## src/rtl/ctrl_bist_pkg.sv

```systemverilog
// Shared types, default sizing and the MISR step function for the ctrl BIST checker.
package ctrl_bist_pkg;

   localparam int              PI_W_DEF = 7;
   localparam int              PO_W_DEF = 26;
   // x^26 + x^6 + x^2 + x + 1: bit i set means feedback into bit i.
   localparam logic [PO_W_DEF-1:0] POLY_DEF = 26'h0000047;

   typedef enum logic [2:0] {
      ST_IDLE,
      ST_RUN,
      ST_DRAIN,
      ST_CMP,
      ST_DONE
   } state_e;

   // One MISR compaction step: shift left, fold the outgoing MSB back through
   // the taps, then xor in the new response.
   function automatic logic [PO_W_DEF-1:0] misr_next(input logic [PO_W_DEF-1:0] sig,
                                                     input logic [PO_W_DEF-1:0] din);
      return {sig[PO_W_DEF-2:0], 1'b0} ^ (sig[PO_W_DEF-1] ? POLY_DEF : '0) ^ din;
   endfunction

endpackage

```

## src/rtl/ctrl_bist_misr.sv

```systemverilog
// Multiple-input signature register: compacts one PO_W-bit response per enabled cycle.
module ctrl_bist_misr
   import ctrl_bist_pkg::*;
#(
   parameter int              PO_W = PO_W_DEF,
   parameter logic [PO_W-1:0] POLY = POLY_DEF
) (
   input  logic            clk,
   input  logic            rst_n,
   input  logic            clear,
   input  logic            en,
   input  logic [PO_W-1:0] din,
   output logic [PO_W-1:0] sig
);

   logic [PO_W-1:0] sig_q, sig_d, step;

   // The package step function is fixed to the default geometry; any other
   // width/polynomial falls back to the same expression written generically.
   if (PO_W == PO_W_DEF && POLY == POLY_DEF) begin : g_pkg_step
      always_comb step = misr_next(sig_q, din);
   end else begin : g_gen_step
      always_comb step = {sig_q[PO_W-2:0], 1'b0} ^ (sig_q[PO_W-1] ? POLY : '0) ^ din;
   end

   // Next signature: clear wins, otherwise compact when enabled, otherwise hold.
   always_comb begin
      sig_d = sig_q;
      if (clear) begin
         sig_d = '0;
      end else if (en) begin
         sig_d = step;
      end
   end

   // Signature register.
   always_ff @(posedge clk or negedge rst_n) begin
      if (!rst_n) begin
         sig_q <= '0;
      end else begin
         sig_q <= sig_d;
      end
   end

   assign sig = sig_q;

endmodule

```

## config.mk

```make
export PLATFORM = sky130hd
export DESIGN_NAME = ctrl_bist_misr
export DESIGN_NICKNAME = d
export VERILOG_FILES = /design/src/rtl/ctrl_bist_pkg.sv /design/src/rtl/ctrl_bist_misr.sv
export SDC_FILE = /design/constraint.sdc
export NUM_CORES = 1
export LEC_CHECK = 0
export CAP_MARGIN = 10
export CORE_MARGIN = 2
export CORE_UTILIZATION = 25
export DETAILED_ROUTE_END_ITERATION = 6
export GPL_ROUTABILITY_DRIVEN = 0
export HOLD_SLACK_MARGIN = 0.03
export SYNTH_ARGS = -nofsm -noshare
export SYNTH_HDL_FRONTEND = slang
export SYNTH_SLANG_ARGS = --single-unit
```

## constraint.sdc

```tcl
create_clock -name clk -period 3 [get_ports clk]
set_clock_uncertainty 0.2 [all_clocks]
set_input_delay 0.75 -clock clk [delete_from_list [all_inputs] [get_ports clk]]
set_output_delay 0.75 -clock clk [all_outputs]
set_load 0.01 [all_outputs]
```

### Word level (Yosys, flattened, before mapping)

Index checks and enable logic that the tools add are counted.

* memories: 0
* memory bits (read-only): 0
* logic and storage cells: 7
* output and inout bits: 26
* flip-flop bits (word level): 26
* bits in writable memories: 0
* latch bits: 0
* input port bits: 30

* add/subtract/negate cells: 0
* $mul: 0
* magnitude comparators: 0
* shifts and indexed selects: 0
* multiplexer cells: 3
* equal/unequal tests: 0
* divide/modulo/power cells: 0
* reduce and logical (&&, ||, !) cells: 1
* bitwise logic cells: 2

Operators with widths (number)
* two-way mux 26 bit: 2
* XOR 26 bit: 1
* XOR 26 x 7 -> 26 bit: 1
* two-way mux 7 bit: 1
* nonzero test 2 bit: 1

### Longest topological paths before layout

Gate-level depths: netlist (run 1).

* depth after elaboration: 5
* gate-level depth with buffers: 4
* depth with buffers taken out: 3

### Worst setup path before layout (run 1)

No wires, ideal clock.

* path kind: input port to flip-flop
* start point: input port en
* end point: register sig_q[1] (netlist: sig[1])
* path buffers: 2
* required time: 2.657 ns
* setup slack: 1.399 ns
* stages on the path: 3
* setup time: 0.143 ns
* arrival time: 1.259 ns
* path through: buf_2 -> clkbuf_1 -> o221ai_1

* cells in the longest elaborated chain, start to end: 1

RTL lines
* start: declaration: RTL line ctrl_bist_misr.sv:11 `input logic en,`
* nonzero test 2 bit (no source line)
* end signal: assignment: RTL line ctrl_bist_misr.sv:41 `sig_q <= sig_d;`
* end: declaration: RTL line ctrl_bist_misr.sv:16 `logic [PO_W-1:0] sig_q, sig_d, step;`

Every way passes these cells.
A chain may end at the register's enable or synchronous reset.

### Final worst setup path (run 1)

* start point: register sig_q[25] (netlist: sig[25])
* end point: output port sig[25]

RTL lines
* end: declaration: RTL line ctrl_bist_misr.sv:13 `output logic [PO_W-1:0] sig`

No word-level cell between the ends.

==> results of run 1 <==
[layout make-up]
| cell class | instances | area [um^2] | share of cell area, % |
|---|---|---|---|
| Sequential cell | 26 | 651 | 33.7 |
| Timing Repair Buffer | 59 | 576 | 29.8 |
| Multi-Input combinational cell | 82 | 568 | 29.4 |
| Tap cell | 67 | 83.8 | 4.34 |
| Clock buffer | 4 | 55.1 | 2.85 |
[logic make-up (layout without fill, tap and decap cells)]
family          after synthesis  count (layout)  synth area share [%]
compound gates               25              25                  15.1
flops                        26              26                  51.6
simple gates                 30              30                  9.92
mux                           1               1                 0.794
xor+xnor                     26              26                  19.2
buf+inv                       9              63                  3.37
[layer usage]
layer  GRT usage [%]  vias up
li1                -      513
met1            13.1      506
met2            18.9       34
met3            2.68        4
met4            4.96        0
met5               0        -
[worst max-delay path by stage]
stage	cells past startpoint	endpoint
4_1_cts	1	sig[25]
3_3_place_gp	3	sig[19]$_DFFE_PN0P_
3_5_place_dp	3	sig[11]$_DFFE_PN0P_
2_1_floorplan	3	sig[1]$_DFFE_PN0P_
6_report	1	sig[25]
5_1_grt	1	sig[25]
[layout by cell type (no fill, tap or decap), types with 2 or more instances in the layout]
master	count
nor2_1	24
dfrtp_1	26
xor2_1	2
xnor2_1	23
buf_4	4
a211oi_1	23
clkbuf_8	4
nand2b_1	2
clkdlybuf4s50_1	54
o221ai_1	2
nand2_1	2
[power breakdown]
part | switching (mW) | internal, mW
Combinational | 0.0867 | 0.137
Sequential | 0.0318 | 0.380
Clock | 0.103 | 0.117
==> impl.org, run 1 <==
** STA
- Based on the critical path, the design can be clocked at up to 425 MHz.
- Measured against its own limit, the worst slew margin works out to 59.9%.
- After layout, the minimum clock period comes to 2350 ps.
- Fin crit share :: 78.4%
- At the pin with the least slew margin, the transition time is 600 ps.
- Setup slack closes at 647 ps.
- On the final layout, the worst hold slack is 393 ps.
- Total negative slack :: 0 ps
- Total of endpoints with negative setup slack in the final report :: 0
- RSZ-0062 raised after global routing :: false
- Final hold vios :: 0
- Slew Limit Fails :: 0

** GRT
- Global routing finished with a remaining overflow of 0.
- Entering global routing, the biggest net connects 27 pins.
- Antenna violations before repair :: 0
- The first global-routing pass estimated 4730 um of wire.
- The number of global-route vias before repair came to 1053.
- All-Layer GR Usage :: 11.1%

** Yosys
- Post-synthesis cell type with the largest combined area :: dfrtp_1
- In the post-synthesis netlist, the cell with the most instances is dfrtp_1.
- Predominant post-synthesis flop cell :: dfrtp_1
- Synthesis-stage register bit count :: 26
- The Yosys step of the flow raised 0 warnings.
- Seq/Total Area, Yosys :: 51.6%
- Post-synth EDFFs :: 0
- After synthesis, the share of flip-flops with an asynchronous set or reset is 100%.
- Synth Area per Inst :: 10.8 um^2
- Summed over its instances, the top area cell type makes up 51.6% of the synthesized netlist area.
- Area of the mapped netlist :: 0.00126 mm^2
- Syn Nets :: 147
- By area the synthesized netlist is led by dfrtp_1 (52%), xnor2_1 (16%), a211oi_1 (14%).
- Gate count after technology mapping :: 117
- Top cells by count, synth :: dfrtp_1 (26), nor2_1 (24), a211oi_1 (23), xnor2_1 (23)
- Synthesis instantiated 15 different standard cells from the library.

** Setup path
- Counting both buffers and inverters, the worst setup path holds a total of 1.
- Highest cell delay on the worst timing path :: 600 ps
- The startpoint identified for the worst register-to-register timing path is sig[25]$_DFFE_PN0P_.
- R2r setup slk :: 1550 ps
- The worst setup path is captured at a primary output.
- Maximum net fanout on the critical path :: 6
- Crit-path slowest cell :: clkdlybuf4s50_1
- STA classifies the critical path startpoint as a flip-flop.
- The most critical setup path has its startpoint at sig[25]$_DFFE_PN0P_.
- Destination of the worst register-to-register timing path :: sig[6]$_DFFE_PN0P_
- The critical path goes through clkdlybuf4s50_1.
- Crit path arrival time :: 1400 ps
- At the worst endpoint, the required time is 2050 ps.
- Top Family by Delay on Critical Path :: buffers and inverters
- Measured in cells, the most critical reg-to-reg path has a length of 3.
- Setup CP Type :: flip-flop to primary output

** Min path
- Startpoint of the most critical hold path :: sig[23]$_DFFE_PN0P_
- The worst hold path was traced through 2 stages.
- In this run the worst hold path is classified as flip-flop to flip-flop.
- The path with the worst hold slack has its endpoint at sig[23]$_DFFE_PN0P_.

** Power
- Static Leakage :: 0.752 nW
- Power density over the cells :: 443 mW/mm^2
- Summing internal, switching and leakage power gives 0.855 mW.
- Highest ir drop seen on vdd :: 155 uV

** Detailed routing
- For this block, wires on met1 add up to 1320 um.
- Post-detailed-routing wire length :: 3000 um
- Total number of vias :: 1057
- After detailed routing, the number of vias per cell comes to 4.44.
- Number of DRC violations after detailed routing :: 0
- Amount of wire on met3 after detailed routing :: 217 um
- The detail route stage leaves a number of antenna-violating nets equal to 0.
- Top routing layer used :: met4
- After detailed routing, the average wire length per cell comes to 12.6 um.
- The routed design uses 1430 um of met2 wire.
- Router iterations before antenna repair :: 4
- The first routing iteration left 56 violations.

** CTS
- Clock tree synthesis found a total of 26 sinks.
- CTS H-tree depth :: 1
- Num CTS Buffers :: 3
- At the later pin of the worst-skew pair, clock insertion delay measures 260 ps.
- Gates resized during post-CTS repair numbered 0.
- Maximum clock path buffer count :: 2
- Hold buffer count at cts :: 0
- Root buffer cell :: clkbuf_8
- Reg clk slew, reported paths :: 90 ps
- Post-CTS Setup Inserts :: 0
- Clock tree from TritonCTS :: yes

** Die
- Row generation in the floorplan step produced 25 rows.
- Overall die height :: 75.0 um
- Io pins :: 56
- The die covers 0.00563 mm^2.
- DIE WIDTH :: 75.0 um
- For this configuration, the core starts out at a cell density of 26.4%.
- Total core area :: 0.00479 mm^2

** Outcome
- The run finished with clean final reports.

** Place
- In this run the tool buffered the top-level ports with 55 buffer cells.
- Once placement completed, the tool counted placed cells totaling 234.
- Placement Cell Area :: 0.00188 mm^2
- At the placement stage, the worst setup path has a slack of 630 ps.
- DPL Wire Length :: 2280 um

** Finish
- 0 antenna diodes ended up in the layout.
- Number of nets in the final layout :: 202
- Summing all non-filler instances in the final layout gives an area of 0.00193 mm^2.
- Counting the fill cells in the layout gives 470.
- Fraction of final layout cells with drive strength greater than 1 :: 5.26%
- Once layout is complete, the utilization of the core stands at 40.4%.
- Number of non-filler instances in the completed layout :: 238
- The register with the most flip-flops in the layout has 26 of them.
- The area growth from synthesis to layout is 53.3%.

** Job
- Number of violations of the max-capacitance limit :: 0
(Power assumes the default switching activity.)
==> run 2, diff against run 1 <==
Clock period 3 ns to 2.5 ns, I/O delays scaled along.
==> impl.org, run 2 (same netlist as run 1, synthesis figures left out) <==
** Outcome
- Status :: finished clean

** Detailed routing
- Antenna violation net count after detailed routing :: 0
- In the detailed route, the total length drawn on met2 is 1460 um.
- After detailed routing, no signal wire sits above met4.
- Wire segments on met3 add up to 199 um in the final route.
- After detailed routing, the average wire length per cell comes to 12.5 um.
- Drt first-iter violations :: 41
- Router iterations before antenna repair :: 3
- For this block, the via count after detailed routing is 1021.
- The routed design has 2990 um of wire.
- Average vias per placed instance :: 4.27
- Number of DRC violations after detailed routing :: 0
- The detailed router put a total of 1320 um of wire on met1.

** Place
- Port buffering added 55 buffers.
- After detailed placement, the design holds a cell count of 235.
- DPL Wire Length :: 2260 um

** Finish
- The register with the most flip-flops in the layout has 26 of them.
- Once layout is complete, the cells apart from fillers number 239.
- Fraction of final layout cells with drive strength greater than 1 :: 5.81%
- Compared with the post-synthesis result, the final layout area differs by 56.2%.
- Antenna fix cells :: 0
- The multi-input combinational cells in the finished layout cover a total of 568 um^2.
- After filler insertion, the fill cell instance count of the layout stands at 479.
- Commonest non-fill, non-tap cell in the layout :: clkdlybuf4s50_1
- Number of nets in the final layout :: 203
- The top cell types in the final layout, fill and taps aside, are clkdlybuf4s50_1 (54), dfrtp_1 (26), nor2_1 (24).
- Combined flip-flop and latch cell area :: 651 um^2

** Die
- The initial utilization of the core area, before any placement, comes to 26.4%.
- The die covers 0.00563 mm^2.
- DIE WIDTH :: 75.0 um
- The die is 75.0 um tall.
- During I/O placement, the number of pins put on the boundary was 56.
- Total core area :: 0.00479 mm^2
- Placement row count :: 25

** CTS
- After clock tree synthesis, the clock-pin slew on the worst setup and hold paths is 90 ps.
- For this design, the CTS-stage hold fixing added 0 buffers.
- Root buffer cell :: clkbuf_8
- TritonCTS built the clock tree.
- In this run the number of H-tree levels came out at 1.
- Clk_lat worst skew :: 260 ps
- Maximum clock path buffer count :: 2
- Number of sinks driven by the clock tree :: 26
- Num CTS Buffers :: 3
- After clock tree synthesis, the setup repair step added 0 buffers.
- In this run, post-CTS repair resized a total of 0 instances.

** STA
- Total negative slack :: 0 ps
- RSZ-0062 raised after global routing :: false
- Final critical delay including setup and external delays :: 2150 ps
- For this run, the top clock speed supported by timing is 464 MHz.
- Hold is met by 392 ps.
- The count of final hold-check violations is 0.
- Worst rel slew slack :: 63.0%
- At the pin with the least slew margin, the transition time is 555 ps.
- Setup violations remaining at the end of the flow were counted as 0.
- The max-slew violation count came to 0.
- Fin crit share :: 86.2%

** Min path
- Worst hold path type :: flip-flop to flip-flop
- The startpoint identified for the worst hold timing path is sig[23]$_DFFE_PN0P_.

** Setup path
- Worst setup SP type :: flip-flop
- The worst setup path is captured at a primary output.
- Crit-path slowest cell :: clkdlybuf4s50_1
- Counting both buffers and inverters, the worst setup path holds a total of 1.
- CP Cell Sequence :: clkdlybuf4s50_1
- Maximum net fanout on the critical path :: 6
- In this run the critical register-to-register path is launched from sig[25]$_DFFE_PN0P_.
- Setup CP Type :: flip-flop to primary output
- The kind of cell with the highest combined delay along the critical path is buffers and inverters.
- Data required time of the worst path :: 1670 ps
- The critical path starts at sig[25]$_DFFE_PN0P_.
- In this design, the stage delay of the slowest critical-path cell is 590 ps.
- Crit path arrival time :: 1330 ps

** Power
- VDD sags by at most 242 uV.
- Power density over the cells :: 562 mW/mm^2
- Total chip power :: 1.11 mW
- Static Leakage :: 0.769 nW

** Job
- Number of violations of the max-capacitance limit :: 0

** GRT
- All-Layer GR Usage :: 10.4%
- Via count of the first global-routing pass :: 999
- For this run the aggregate overflow at the end of global routing stands at 0.
- Antenna violations before repair :: 0
- Pin count of the biggest net entering global routing :: 31
- First-pass GRT wire length :: 4530 um
## run 2: changes by cell type in the layout (fill, tap and decap cells not counted)
| cell | delta |
|---|---|
| bufinv_16 | +1 |
| clkbuf_8 | -1 |
| buf_12 | +1 |
## run 2: layout make-up
type	count	share of cell area, %
Sequential cell	26	33.0
Tap cell	67	4.26
Clock inverter	1	1.52
Timing Repair Buffer	60	30.2
Clock buffer	3	2.10
Multi-Input combinational cell	82	28.8
## run 2: path summary, 6_finish.rpt
path | slack, ps | endpoint | depth (start not counted)
worst min-delay path | 390 | sig[23]$_DFFE_PN0P_ | 2
worst min register to register | 390 | sig[23]$_DFFE_PN0P_ | 2
min in group asynchronous | 540 | sig[20]$_DFFE_PN0P_ | 2
max in group asynchronous | 1310 | sig[5]$_DFFE_PN0P_ | 2
worst max-delay path | 350 | sig[25] | 1
worst max register to register | 1160 | sig[6]$_DFFE_PN0P_ | 3
## run 2: metrics by stage
step	util, %	setup slack, ps	area [um^2]
after floorplan	-	1020	1260
after global placement	39.7	645	1900
after detailed placement	39.7	562	1900
after CTS	41.2	334	1970
after global routing	41.2	312	1970
final	41.2	345	1970
## run 2: per-layer routing
| metal | up-vias | global-route usage [%] |
|---|---|---|
| li1 | 509 | - |
| met1 | 480 | 13.0 |
| met2 | 30 | 18.2 |
| met3 | 2 | 1.87 |
| met4 | 0 | 3.57 |
| met5 | - | 0 |
## run 2: where the power goes
part,leakage [nW],internal [mW],switching [mW]
clock network,0.0357,0.214,0.129
registers,0.338,0.456,0.0369
logic,0.394,0.167,0.104
total,0.769,0.837,0.270
## run 2: worst reg2reg max path, delay by kind of cell, from the launching register on
kind	cells	cell delay, ps
mux	1	140
flops	1	470
xor+xnor	1	380
simple gates	1	50
